$ cat src/rtl/filter_frame_ctrl.sv
// filter_frame_ctrl
//   Frame sequencer for the 3x3 low-pass filter datapath. Loads one frame of
//   pixels into the filter over a valid/ready stream, strobes the filter into
//   processing, waits for its finish edge and forwards the filtered raster with
//   valid/last framing. A watchdog flags a filter that never finishes.
//
// Parameters
//   WIDTH, DEPTH  image geometry as counted by the filter
//   TIMEOUT       watchdog limit in PROC cycles (20-bit counter)
//
// Ports
//   clk, rst_n           clock (rising edge) / asynchronous active-low reset
//   start                frame request, sampled only when idle
//   in_pixel, in_valid   upstream pixel stream
//   in_ready             pixel accepted (load phase only)
//   filt_image_input     pixel to filter
//   filt_enable          filter load strobe (one per accepted pixel)
//   filt_enable_process  filter process strobe
//   filt_finish          filter finished (level, sticky)
//   filt_image_output    filtered pixel from filter
//   out_pixel, out_valid, out_last   filtered raster, no backpressure
//   busy, done, error    status: active, frame-complete pulse, sticky timeout
module filter_frame_ctrl #(
  parameter int unsigned WIDTH   = 410,
  parameter int unsigned DEPTH   = 361,
  parameter int unsigned TIMEOUT = 262143
) (
  input  logic       clk,
  input  logic       rst_n,
  input  logic       start,
  input  logic [7:0] in_pixel,
  input  logic       in_valid,
  output logic       in_ready,
  output logic [7:0] filt_image_input,
  output logic       filt_enable,
  output logic       filt_enable_process,
  input  logic       filt_finish,
  input  logic [7:0] filt_image_output,
  output logic [7:0] out_pixel,
  output logic       out_valid,
  output logic       out_last,
  output logic       busy,
  output logic       done,
  output logic       error
);

  localparam int unsigned FRAME_PIX = (WIDTH - 1) * (DEPTH - 1);
  localparam logic [17:0] PIX_LAST  = 18'(FRAME_PIX - 1);
  localparam logic [19:0] WD_MAX    = 20'(TIMEOUT);

  typedef enum logic [2:0] {
    S_IDLE,
    S_LOAD,
    S_PROC,
    S_DRAIN,
    S_DONE,
    S_ERR
  } state_t;

  state_t      state, state_nxt;
  logic [17:0] pix_cnt, pix_cnt_nxt;
  logic [19:0] wd_cnt, wd_cnt_nxt;
  logic        finish_q;
  logic        proc_q;
  logic        done_q;
  logic        error_q, error_nxt;
  logic        hs;
  logic        fin_edge;

  assign hs       = in_valid & (state == S_LOAD);
  // finish_q tracks the input in every state, so a finish level already high
  // when PROC is entered never looks like an edge.
  assign fin_edge = filt_finish & ~finish_q;

  always_comb begin
    state_nxt   = state;
    pix_cnt_nxt = pix_cnt;
    wd_cnt_nxt  = wd_cnt;
    error_nxt   = error_q;
    case (state)
      S_IDLE: begin
        if (start) begin
          state_nxt   = S_LOAD;
          pix_cnt_nxt = '0;
          error_nxt   = 1'b0;
        end
      end
      S_LOAD: begin
        wd_cnt_nxt = '0;
        if (hs) begin
          if (pix_cnt == PIX_LAST) begin
            state_nxt   = S_PROC;
            pix_cnt_nxt = '0;
          end else begin
            pix_cnt_nxt = pix_cnt + 18'd1;
          end
        end
      end
      S_PROC: begin
        // A finish edge wins even on the cycle the watchdog expires.
        if (fin_edge) begin
          state_nxt  = S_DRAIN;
          wd_cnt_nxt = '0;
        end else if (wd_cnt == WD_MAX) begin
          state_nxt  = S_ERR;
          error_nxt  = 1'b1;
          wd_cnt_nxt = '0;
        end else begin
          wd_cnt_nxt = wd_cnt + 20'd1;
        end
      end
      S_DRAIN: begin
        if (pix_cnt == PIX_LAST) begin
          state_nxt   = S_DONE;
          pix_cnt_nxt = '0;
        end else begin
          pix_cnt_nxt = pix_cnt + 18'd1;
        end
      end
      S_DONE:  state_nxt = S_IDLE;
      S_ERR:   state_nxt = S_IDLE;
      default: state_nxt = S_IDLE;
    endcase
  end

  always_ff @(posedge clk or negedge rst_n) begin
    if (!rst_n) begin
      state    <= S_IDLE;
      pix_cnt  <= '0;
      wd_cnt   <= '0;
      finish_q <= 1'b0;
      proc_q   <= 1'b0;
      done_q   <= 1'b0;
      error_q  <= 1'b0;
    end else begin
      state    <= state_nxt;
      pix_cnt  <= pix_cnt_nxt;
      wd_cnt   <= wd_cnt_nxt;
      finish_q <= filt_finish;
      proc_q   <= (state_nxt == S_PROC);
      done_q   <= (state_nxt == S_DONE);
      error_q  <= error_nxt;
    end
  end

  assign in_ready            = (state == S_LOAD);
  assign filt_enable         = hs;
  assign filt_image_input    = in_ready ? in_pixel : '0;
  assign filt_enable_process = proc_q;
  assign out_valid           = (state == S_DRAIN);
  assign out_pixel           = out_valid ? filt_image_output : '0;
  assign out_last            = out_valid && (pix_cnt == PIX_LAST);
  assign busy                = (state != S_IDLE) && (state != S_ERR);
  assign done                = done_q;
  assign error               = error_q;

endmodule

$ cat config.mk
export PLATFORM = sky130hd
export DESIGN_NAME = filter_frame_ctrl
export DESIGN_NICKNAME = d
export VERILOG_FILES = /design/src/rtl/filter_frame_ctrl.sv
export SDC_FILE = /design/constraint.sdc
export NUM_CORES = 1
export LEC_CHECK = 0
export BUFFER_PORTS_ARGS = -buffer_cell sky130_fd_sc_hd__buf_2
export CAP_MARGIN = 15
export CORE_MARGIN = 10
export CORE_UTILIZATION = 55
export CTS_CLUSTER_SIZE = 16
export DETAILED_ROUTE_END_ITERATION = 10
export GPL_ROUTABILITY_DRIVEN = 0
export HOLD_SLACK_MARGIN = 0.08
export PLACE_DENSITY = 0.79
export SLEW_MARGIN = 20
export SYNTH_ARGS = -nofsm -noshare
export SYNTH_HDL_FRONTEND = slang
export SYNTH_SLANG_ARGS = --single-unit
export TNS_END_PERCENT = 100
$ cat constraint.sdc
create_clock -name clk -period 2.5 [get_ports clk]
set_input_delay 0.5 -clock clk [delete_from_list [all_inputs] [get_ports clk]]
set_output_delay 0.5 -clock clk [all_outputs]
set_load 0.05 [all_outputs]
==> flow_metrics.py, run 1 <==
metrics = {
    "global_route": {
        "grtUsageTotal_pct": 14.0,
        "gr-total-overflow": 0,
        "antenna_found_initial": 0,
        "grt_pass1_vias": 1947,
        "grt_pass1_wl_mm": 8.93,
        "grt_max_degree": 21,
    },
    "setup_path": {
        "reg2reg_depth": 6,
        "crit_arrival_ns": 1.83,
        "timing.critical_path.buf_inv": 3,
        "path_cells": "nor2b_1 > buf_4 > nand2_1 > inv_1 > buf_2",
        "critPathTopFamily": "flip-flops",
        "crit_required_ns": 2.00,
        "crit_path_top_delay_cell": "dfrtp_1",
        "rr_startpoint": "pix_cnt[0]",
        "crit_type": "flop to output pin",
        "start_kind": "flop",
        "endpoint_kind": "output pin",
        "slowest_delay_ns": 0.61,
        "critical_path.reg2reg.endpoint": "pix_cnt[0]",
        "cp_max_fo": 18,
        "reg2reg_slack_ns": 0.43,
    },
    "layout": {
        "syn2layout_area_growth_pct": 16.9,
        "diodes": 0,
        "drive_gt1_share_pct": 23.4,
        "nets": 342,
    },
    "synthesis": {
        "ys_seq_area_share_pct": 44.9,
        "synth_area_leaders": "dfrtp_1, xor2_1, and3_1",
        "ys_types": 44,
        "netlist_top_cells_count": "dfrtp_1, nor2_1, nand2_1",
        "yosysTopAreaCell": "dfrtp_1",
        "synthFlopType": "dfrtp_1",
        "synth_area_mm2": 0.00251,
        "syn_inst": 269,
        "synth_fp_nets": 292,
        "async_reset_ff_share_pct": 100,
        "syn_avg_cell_area_um2": 9.32,
        "synth.most_common_cell": "dfrtp_1",
        "synth_edf_count": 0,
        "synth_top_area_share_pct": 44.9,
        "synth_seq_cells": 45,
        "ys_warn_count": 0,
    },
    "clocking": {
        "cts.path.max_buffers": 2,
        "clock-sinks": 45,
        "htree_num_levels": 2,
        "cts_root_buf": "clkbuf_8",
        "cts_buffers": 5,
        "clk_pin_slew_ns": 0.09,
        "insertion_delay_ns": 0.31,
        "cts_tree": "built",
    },
    "die": {
        "ioPinCount": 45,
        "dieArea_mm2": 0.00766,
        "die_w_um": 87.5,
        "coreArea_mm2": 0.00438,
        "start_util_pct": 57.2,
        "die_y_um": 87.5,
        "row_count": 24,
    },
    "sta": {
        "relSlewSlack_pct": 56.8,
        "drv_slew": 0,
        "fin_setup_tns_ns": 0,
        "setup_viol": 0,
        "period_minus_slack_ns": 2.33,
        "tightest_slew_ns": 0.644,
        "skew_ns": 0.0148,
        "finalHoldViolCount": 0,
        "fin_crit_sh_pct": 93.1,
        "rsz0062_at_grt": "no",
        "hold_slack_ns": 0.313,
        "max_freq_mhz": 430,
    },
    "flow_run": {
        "max-cap-violations": 0,
    },
    "routing": {
        "dr.first_iter.drc_count": 182,
        "vias": 2174,
        "drt-total-wl_mm": 5.65,
        "wl_per_cell_um": 15.2,
        "route.detailed.drc": 0,
        "antenna_left": 0,
        "drt_first_pass_iters": 4,
        "vias_per_cell": 5.84,
    },
    "min_path": {
        "hold_depth": 1,
        "min_to": "finish_q",
        "hp-start": "filt_finish",
        "hold_path.class": "input port to flop",
    },
    "power": {
        "ir_drop_uv": 307,
        "leakage_nw": 1.33,
        "powerDensity_mw_per_mm2": 514,
    },
    "place": {
        "hpwlAfterDp_mm": 4.20,
        "portBuffers": 44,
    },
    "run_status": {
        "status": "completed",
    },
}
[cell families (layout without fill, tap and decap cells)]
| logic type | after synthesis | after routing | synth area share [%] |
|---|---|---|---|
| AOI/OAI and AO/OA | 30 | 30 | 8.48 |
| and+or+nand+nor | 150 | 150 | 32.8 |
| buffers and inverters | 14 | 65 | 2.84 |
| muxes | 2 | 2 | 0.848 |
| adders and majority gates | 2 | 2 | 0.998 |
| DFF | 45 | 45 | 44.9 |
| xor gates and xnor gates | 26 | 26 | 9.08 |
[final cells by class]
class | count | area (µm²)
fillers | 366 | 1450
multi-input cells | 210 | 1330
flip-flops and latches | 45 | 1130
repair buffers | 53 | 297
clock buffers | 6 | 82.6
well taps | 52 | 65.1
clock inverters | 2 | 16.3
inverters | 4 | 15.0
[state kept, by name (all words and copies together) (netlist names)]
signal	flops
wd_cnt	20
pix_cnt	18
state	3
done	1
error	1
filt_enable_process	1
finish_q	1
[worst reg2reg max path, cell delays in order, from the launching register on]
cell and delay [ns]:
dfrtp_1 0.40, ha_2 0.23, nor4bb_4 0.19, nand3_1 0.12, o21ai_1 0.47, nor2_1 0.23
mux2_2 0.31
[report_power, final]
| group | internal, mW | switching (mW) | total (mW) | leakage, nW |
|---|---|---|---|---|
| logic | 0.0864 | 0.0996 | 0.186 | 0.677 |
| clock network | 0.228 | 0.262 | 0.489 | 0.0478 |
| registers | 0.769 | 0.0625 | 0.832 | 0.604 |
[routing by layer]
metal / GRT usage, % / share of wire [%] / vias up
met5: 0 / 0 / -
met4: 4.20 / 1.1 / 0
met3: 5.15 / 11 / 8
met2: 22.1 / 44 / 71
met1: 17.5 / 44 / 1042
li1: - / - / 1053
[repair_timing]
action,4_1_cts,5_1_grt
resized for setup,0,7
hold buffers,1,0
setup endpoints to repair,0,1
buffers inserted,0,0
endpoints found under the hold margin,9,0
[cells in the final DEF (no fill, tap or decap), types with 5 or more instances in the layout]
master     n
nand3_1   17
xnor2_1   10
and3_1    21
nand2_1   26
o21ai_0   13
xor2_1    16
clkbuf_8   6
a22o_1     5
nor3_1    10
nor2_1    32
nor2b_1    5
buf_4      8
buf_2     43
dfrtp_1   45
nand4_1   12
[stage by stage]
step / power (mW) / setup slack [ns] / util, % / instance area [µm²] / std cells
final: 1.51 / 0.174 / 66.9 / 2930 / 372
after global routing: 1.57 / 0.0118 / 66.9 / 2930 / 372
after CTS: 1.50 / 0.0971 / 66.3 / 2910 / 372
after detailed placement: 1.02 / 0.397 / 63.8 / 2800 / 363
after global placement: 1.01 / 0.424 / 63.8 / 2800 / 363
after floorplan: 0.943 / 0.111 / - / 2510 / 269
[worst max-delay path by stage]
stage	endpoint	from	cells past startpoint
final	out_valid	state[0]	5
after global routing	out_valid	state[0]	5
after CTS	out_last	pix_cnt[0]	6
after detailed placement	pix_cnt[0]	pix_cnt[0]	6
after global placement	pix_cnt[0]	pix_cnt[0]	6
after floorplan	out_last	pix_cnt[0]	6
(Power assumes the default switching activity.)
==> inputs of run 2 (changes only) <==
ABC_AREA = 1   (was default)
ABC_CLOCK_PERIOD_IN_PS = 2500   (was default)
PLACE_DENSITY = 0.78   (was 0.79)
==> flow_metrics.py, run 2 <==
metrics = {
    "run_status": {
        "status": "completed",
    },
    "power": {
        "pwr-share-comb_pct": 15.3,
        "power_switching_share_pct": 29.4,
        "power_frac_clock_pct": 29.7,
        "switching_power_mw": 0.449,
        "leakage_nw": 1.70,
        "ir_drop_uv": 240,
        "powerDensity_mw_per_mm2": 465,
        "seqPwrFrac_pct": 55.0,
        "internal-power_mw": 1.08,
    },
    "setup_path": {
        "startpoint": "pix_cnt[1]",
        "start_kind": "flop",
        "critPathTopFamily": "simple AND/OR/NAND/NOR gates",
        "reg2reg_depth": 8,
        "cp.depth": 6,
        "critical_path.reg2reg.endpoint": "wd_cnt[11]",
        "reg2reg_slack_ns": 0.55,
        "cp_max_fo": 6,
        "cpMostUsedCell": "nand3_1",
        "crit_path_top_delay_cell": "dfrtp_1",
        "timing.critical_path.buf_inv": 1,
        "path_cells": "ha_1 > nand3_1 > nor2_1 > nand3_1 > nor2_2 > buf_2",
        "crit_required_ns": 2.00,
        "crit_type": "flop to output pin",
        "endpoint_kind": "output pin",
        "rr_startpoint": "state[1]",
        "slowest_delay_ns": 0.39,
        "crit_arrival_ns": 1.73,
        "critPathCapture": "out_last",
    },
    "routing": {
        "drt-total-wl_mm": 7.06,
        "vias": 2848,
        "antenna_left": 0,
        "met3_length_um": 255,
        "drt-met1-wl_mm": 2.87,
        "met2_length_mm": 3.89,
        "wl_per_cell_um": 12.5,
        "drt_first_pass_iters": 4,
        "highest_layer": "met4",
        "dr.first_iter.drc_count": 133,
        "route.detailed.drc": 0,
        "vias_per_cell": 5.03,
    },
    "clocking": {
        "cts_buffers": 5,
        "insertion_delay_ns": 0.30,
        "htree_num_levels": 2,
        "cts.path.max_buffers": 2,
        "cts_root_buf": "clkbuf_8",
        "clk_pin_slew_ns": 0.08,
        "post_cts_buffers": 0,
        "cts_tree": "built",
        "clock-sinks": 45,
        "cts_resized": 0,
        "hold_buffers": 0,
    },
    "sta": {
        "drv_slew": 0,
        "fin_crit_sh_pct": 89.3,
        "rsz0062_at_grt": "no",
        "max_freq_mhz": 448,
        "finalHoldViolCount": 0,
        "fin_ws_ns": 0.267,
        "setup_viol": 0,
        "hold_slack_ns": 0.128,
        "relSlewSlack_pct": 72.4,
        "skew_ns": 0.00640,
        "tightest_slew_ns": 0.413,
        "period_minus_slack_ns": 2.23,
    },
    "place": {
        "portBuffers": 44,
        "placed_cell_area_mm2": 0.00321,
        "pre_cts_slack_ns": 0.575,
        "hpwlAfterDp_mm": 5.53,
    },
    "layout": {
        "final_cell_mix": "nand2_1, nor2_1, inv_1",
        "nFillCells": 474,
        "top_register": "wd_cnt",
        "regArea_mm2": 0.00113,
        "diodes": 0,
        "reg_top3": "wd_cnt (20), pix_cnt (18), state (3)",
        "syn2layout_area_growth_pct": 13.2,
        "nets": 519,
        "drive_gt1_share_pct": 14.1,
        "finish.instance_area_mm2": 0.00329,
        "final_common_cell": "nand2_1",
        "multi_input_area_mm2": 0.00147,
        "largest_reg_flops": 20,
    },
    "synthesis": {
        "ys_types": 27,
        "synthFlopType": "dfrtp_1",
        "synth_top_area_share_pct": 38.7,
        "synth_fp_nets": 472,
        "ys_seq_area_share_pct": 38.7,
        "syn_avg_cell_area_um2": 6.48,
        "netlist_top_cells_count": "nand2_1, nor2_1, inv_1",
        "synth_area_mm2": 0.00291,
        "ys_warn_count": 0,
        "yosysTopAreaCell": "dfrtp_1",
        "synth_seq_cells": 45,
        "synth.most_common_cell": "nand2_1",
        "synth_edf_count": 0,
        "synth_area_leaders": "dfrtp_1, nand2_1, nor2_1",
        "async_reset_ff_share_pct": 100,
        "syn_inst": 449,
    },
    "global_route": {
        "antenna_found_initial": 0,
        "grt_pass1_vias": 2792,
        "grt_max_degree": 26,
        "grtUsageTotal_pct": 16.8,
        "grt_pass1_wl_mm": 12.2,
        "gr-total-overflow": 0,
    },
    "min_path": {
        "hold_path.class": "input port to asynchronous set/reset pin",
    },
    "die": {
        "dieArea_mm2": 0.00860,
        "die_w_um": 92.7,
        "die_y_um": 92.7,
        "row_count": 26,
        "ioPinCount": 45,
        "start_util_pct": 57.0,
        "coreArea_mm2": 0.00511,
    },
    "flow_run": {
        "max-cap-violations": 0,
    },
}
[run 2: cell types whose count changed after synthesis, moves of 6 or more]
cell     previous run  this run
and3_1             21         2
o21ai_0            13         7
inv_1               4        67
a21oi_1             2        10
xor2_1             16         6
nor2_1             33       100
nand2_1            26       114
xnor2_1            10         0
nand3_1            17        37
inv_2               0         6
[run 2: stage by stage]
step                instances  TNS [ns]  utilization, %  total power [mW]
finish                    566         0            64.5              1.53
global route              566         0            64.5              1.61
CTS                       566         0            64.5              1.55
detailed placement        559         0            62.8              1.09
global placement          559         0            62.8              1.09
floorplan                 449     -1.48               -              1.02
[run 2: how the worst min path moves through the flow]
stage	endpoint	depth (start not counted)
2_1_floorplan	done	0
3_3_place_gp	pix_cnt[10]	1
3_5_place_dp	pix_cnt[10]	1
4_1_cts	pix_cnt[15]	1
5_1_grt	pix_cnt[15]	1
6_report	pix_cnt[15]	1
[run 2: power by group through the flow]
| stage | Clock (mW) | Sequential, mW | Combinational [mW] |
|---|---|---|---|
| 2_1_floorplan | 0 | 0.826 | 0.194 |
| 3_3_place_gp | 0 | 0.853 | 0.233 |
| 3_5_place_dp | 0 | 0.856 | 0.236 |
| 4_1_cts | 0.472 | 0.841 | 0.237 |
| 5_1_grt | 0.490 | 0.852 | 0.271 |
| 6_report | 0.455 | 0.841 | 0.234 |
[run 2: cells by family after synthesis]
logic type | synth area share (%)
compound gates | 4.34
fa+ha+maj | 0.860
xor+xnor | 1.81
simple gates | 43.3
flops | 38.7
buf+inv | 11.0
[run 2: routing by layer]
| metal | GRT usage, % | vias to the layer above |
|---|---|---|
| met5 | 0 | - |
| met4 | 4.76 | 0 |
| met3 | 3.15 | 5 |
| met2 | 31.9 | 56 |
| met1 | 18.3 | 1298 |
| li1 | - | 1489 |
[run 2: layout make-up]
| cell class | count | share of cell area (%) |
|---|---|---|
| Timing Repair Buffer | 48 | 7.60 |
| Tap cell | 70 | 2.66 |
| Inverter | 73 | 8.32 |
| Sequential cell | 45 | 34.2 |
| Multi-Input combinational cell | 323 | 44.6 |
| Clock buffer | 7 | 2.62 |
==> inputs of run 3 (changes only) <==
CTS_BUF_LIST = sky130_fd_sc_hd__clkbuf_2 sky130_fd_sc_hd__clkbuf_4 sky130_fd_sc_hd__clkbuf_8   (was default)
==> flow_metrics.py, run 3 (synthesis results as in run 2) <==
metrics = {
    "clocking": {
        "htree_num_levels": 2,
        "post_cts_buffers": 0,
        "clock-sinks": 45,
        "hold_buffers": 0,
        "clk_pin_slew_ns": 0.08,
        "cts_root_buf": "clkbuf_8",
        "cts_buffers": 5,
        "cts.path.max_buffers": 2,
        "cts_tree": "built",
        "insertion_delay_ns": 0.30,
        "cts_resized": 0,
    },
    "routing": {
        "drt-total-wl_mm": 7.10,
        "dr.first_iter.drc_count": 142,
        "vias_per_cell": 5.05,
        "drt_first_pass_iters": 5,
        "vias": 2860,
        "route.detailed.drc": 0,
        "wl_per_cell_um": 12.5,
        "antenna_left": 0,
    },
    "sta": {
        "fin_ws_ns": 0.255,
        "fin_crit_sh_pct": 89.8,
        "finalHoldViolCount": 0,
        "period_minus_slack_ns": 2.24,
        "tightest_slew_ns": 0.417,
        "rsz0062_at_grt": "no",
        "skew_ns": 0.00579,
        "drv_slew": 0,
        "max_freq_mhz": 445,
        "setup_viol": 0,
        "fin_setup_tns_ns": 0,
        "relSlewSlack_pct": 72.2,
    },
    "die": {
        "start_util_pct": 57.0,
        "dieArea_mm2": 0.00860,
        "die_y_um": 92.7,
        "coreArea_mm2": 0.00511,
        "ioPinCount": 45,
        "row_count": 26,
        "die_w_um": 92.7,
    },
    "setup_path": {
        "rr_startpoint": "state[1]",
        "start_kind": "flop",
        "cp_max_fo": 6,
        "endpoint_kind": "output pin",
        "crit_required_ns": 2.00,
        "crit_arrival_ns": 1.74,
        "crit_type": "flop to output pin",
        "reg2reg_depth": 8,
        "reg2reg_slack_ns": 0.55,
        "critical_path.reg2reg.endpoint": "wd_cnt[11]",
    },
    "place": {
        "hpwlAfterDp_mm": 5.53,
        "pre_cts_slack_ns": 0.575,
        "placed_cell_area_mm2": 0.00321,
        "portBuffers": 44,
    },
    "layout": {
        "reg_top3": "wd_cnt (20), pix_cnt (18), state (3)",
        "final_cell_mix": "nand2_1, nor2_1, inv_1",
        "largest_reg_flops": 20,
        "finish.instance_area_mm2": 0.00330,
        "top_register": "wd_cnt",
        "drive_gt1_share_pct": 14.3,
        "diodes": 0,
        "final_common_cell": "nand2_1",
        "nets": 519,
        "final_util_pct": 64.6,
        "syn2layout_area_growth_pct": 13.3,
    },
    "run_status": {
        "status": "completed",
    },
    "flow_run": {
        "max-cap-violations": 0,
    },
    "power": {
        "powerDensity_mw_per_mm2": 468,
        "ir_drop_uv": 240,
        "leakage_nw": 1.70,
        "power_mw": 1.54,
    },
    "global_route": {
        "grt_pass1_wl_mm": 12.2,
        "gr-total-overflow": 0,
        "grt_pass1_vias": 2796,
        "antenna_found_initial": 0,
        "grtUsageTotal_pct": 16.8,
        "grt_max_degree": 26,
    },
    "min_path": {
        "hold_path.class": "input port to asynchronous set/reset pin",
    },
}
run 3: cell types whose count changed in the layout (fill, tap and decap cells not counted):
cell / delta
clkbuf_4: +1
clkbuf_1: -1
run 3: worst max-delay path, stage by stage (launching register included):
cell and delay, ns:
dfrtp_1 0.39, ha_1 0.24, nand3_1 0.09, nor2_1 0.12, nand3_1 0.21, nor2_2 0.12, buf_2 0.27
run 3: layout make-up:
cell class	instances	area, µm²
repair buffers	48	250
clock buffers	7	90.1
well taps	70	87.6
fillers	472	1810
inverters	73	274
multi-input cells	323	1470
flip-flops and latches	45	1130
run 3: report_power, final:
group | leakage [nW] | internal (mW) | switching [mW]
Clock | 0.0477 | 0.230 | 0.236
Sequential | 0.605 | 0.780 | 0.0610
Combinational | 1.05 | 0.0816 | 0.153
Total | 1.70 | 1.09 | 0.451
run 3: how the worst max path moves through the flow:
stage | startpoint | endpoint | slack (ns)
3_3_place_gp | pix_cnt[1] | out_last | 0.62
3_5_place_dp | state[1] | wd_cnt[11] | 0.57
5_1_grt | pix_cnt[1] | out_last | 0.10
2_1_floorplan | state[1] | out_pixel[0] | -0.19
4_1_cts | pix_cnt[1] | out_last | 0.25
6_report | pix_cnt[1] | out_last | 0.26
run 3: per-stage QoR:
stage                     instances  hold WS [ns]
after floorplan                 449         0.204
after global placement          559         0.455
after detailed placement        559         0.455
after CTS                       566         0.133
after global routing            566         0.146
final                           566         0.126
run 3: per-layer routing:
layer	part of all wire [%]	routed length [µm]	vias to the layer above	track usage, %
met1	42	2960	1327	18.3
met4	0.35	25	0	4.76
li1	-	-	1491	-
met3	2.8	200	2	3.15
met5	0	0	-	0
met2	55	3910	40	31.9
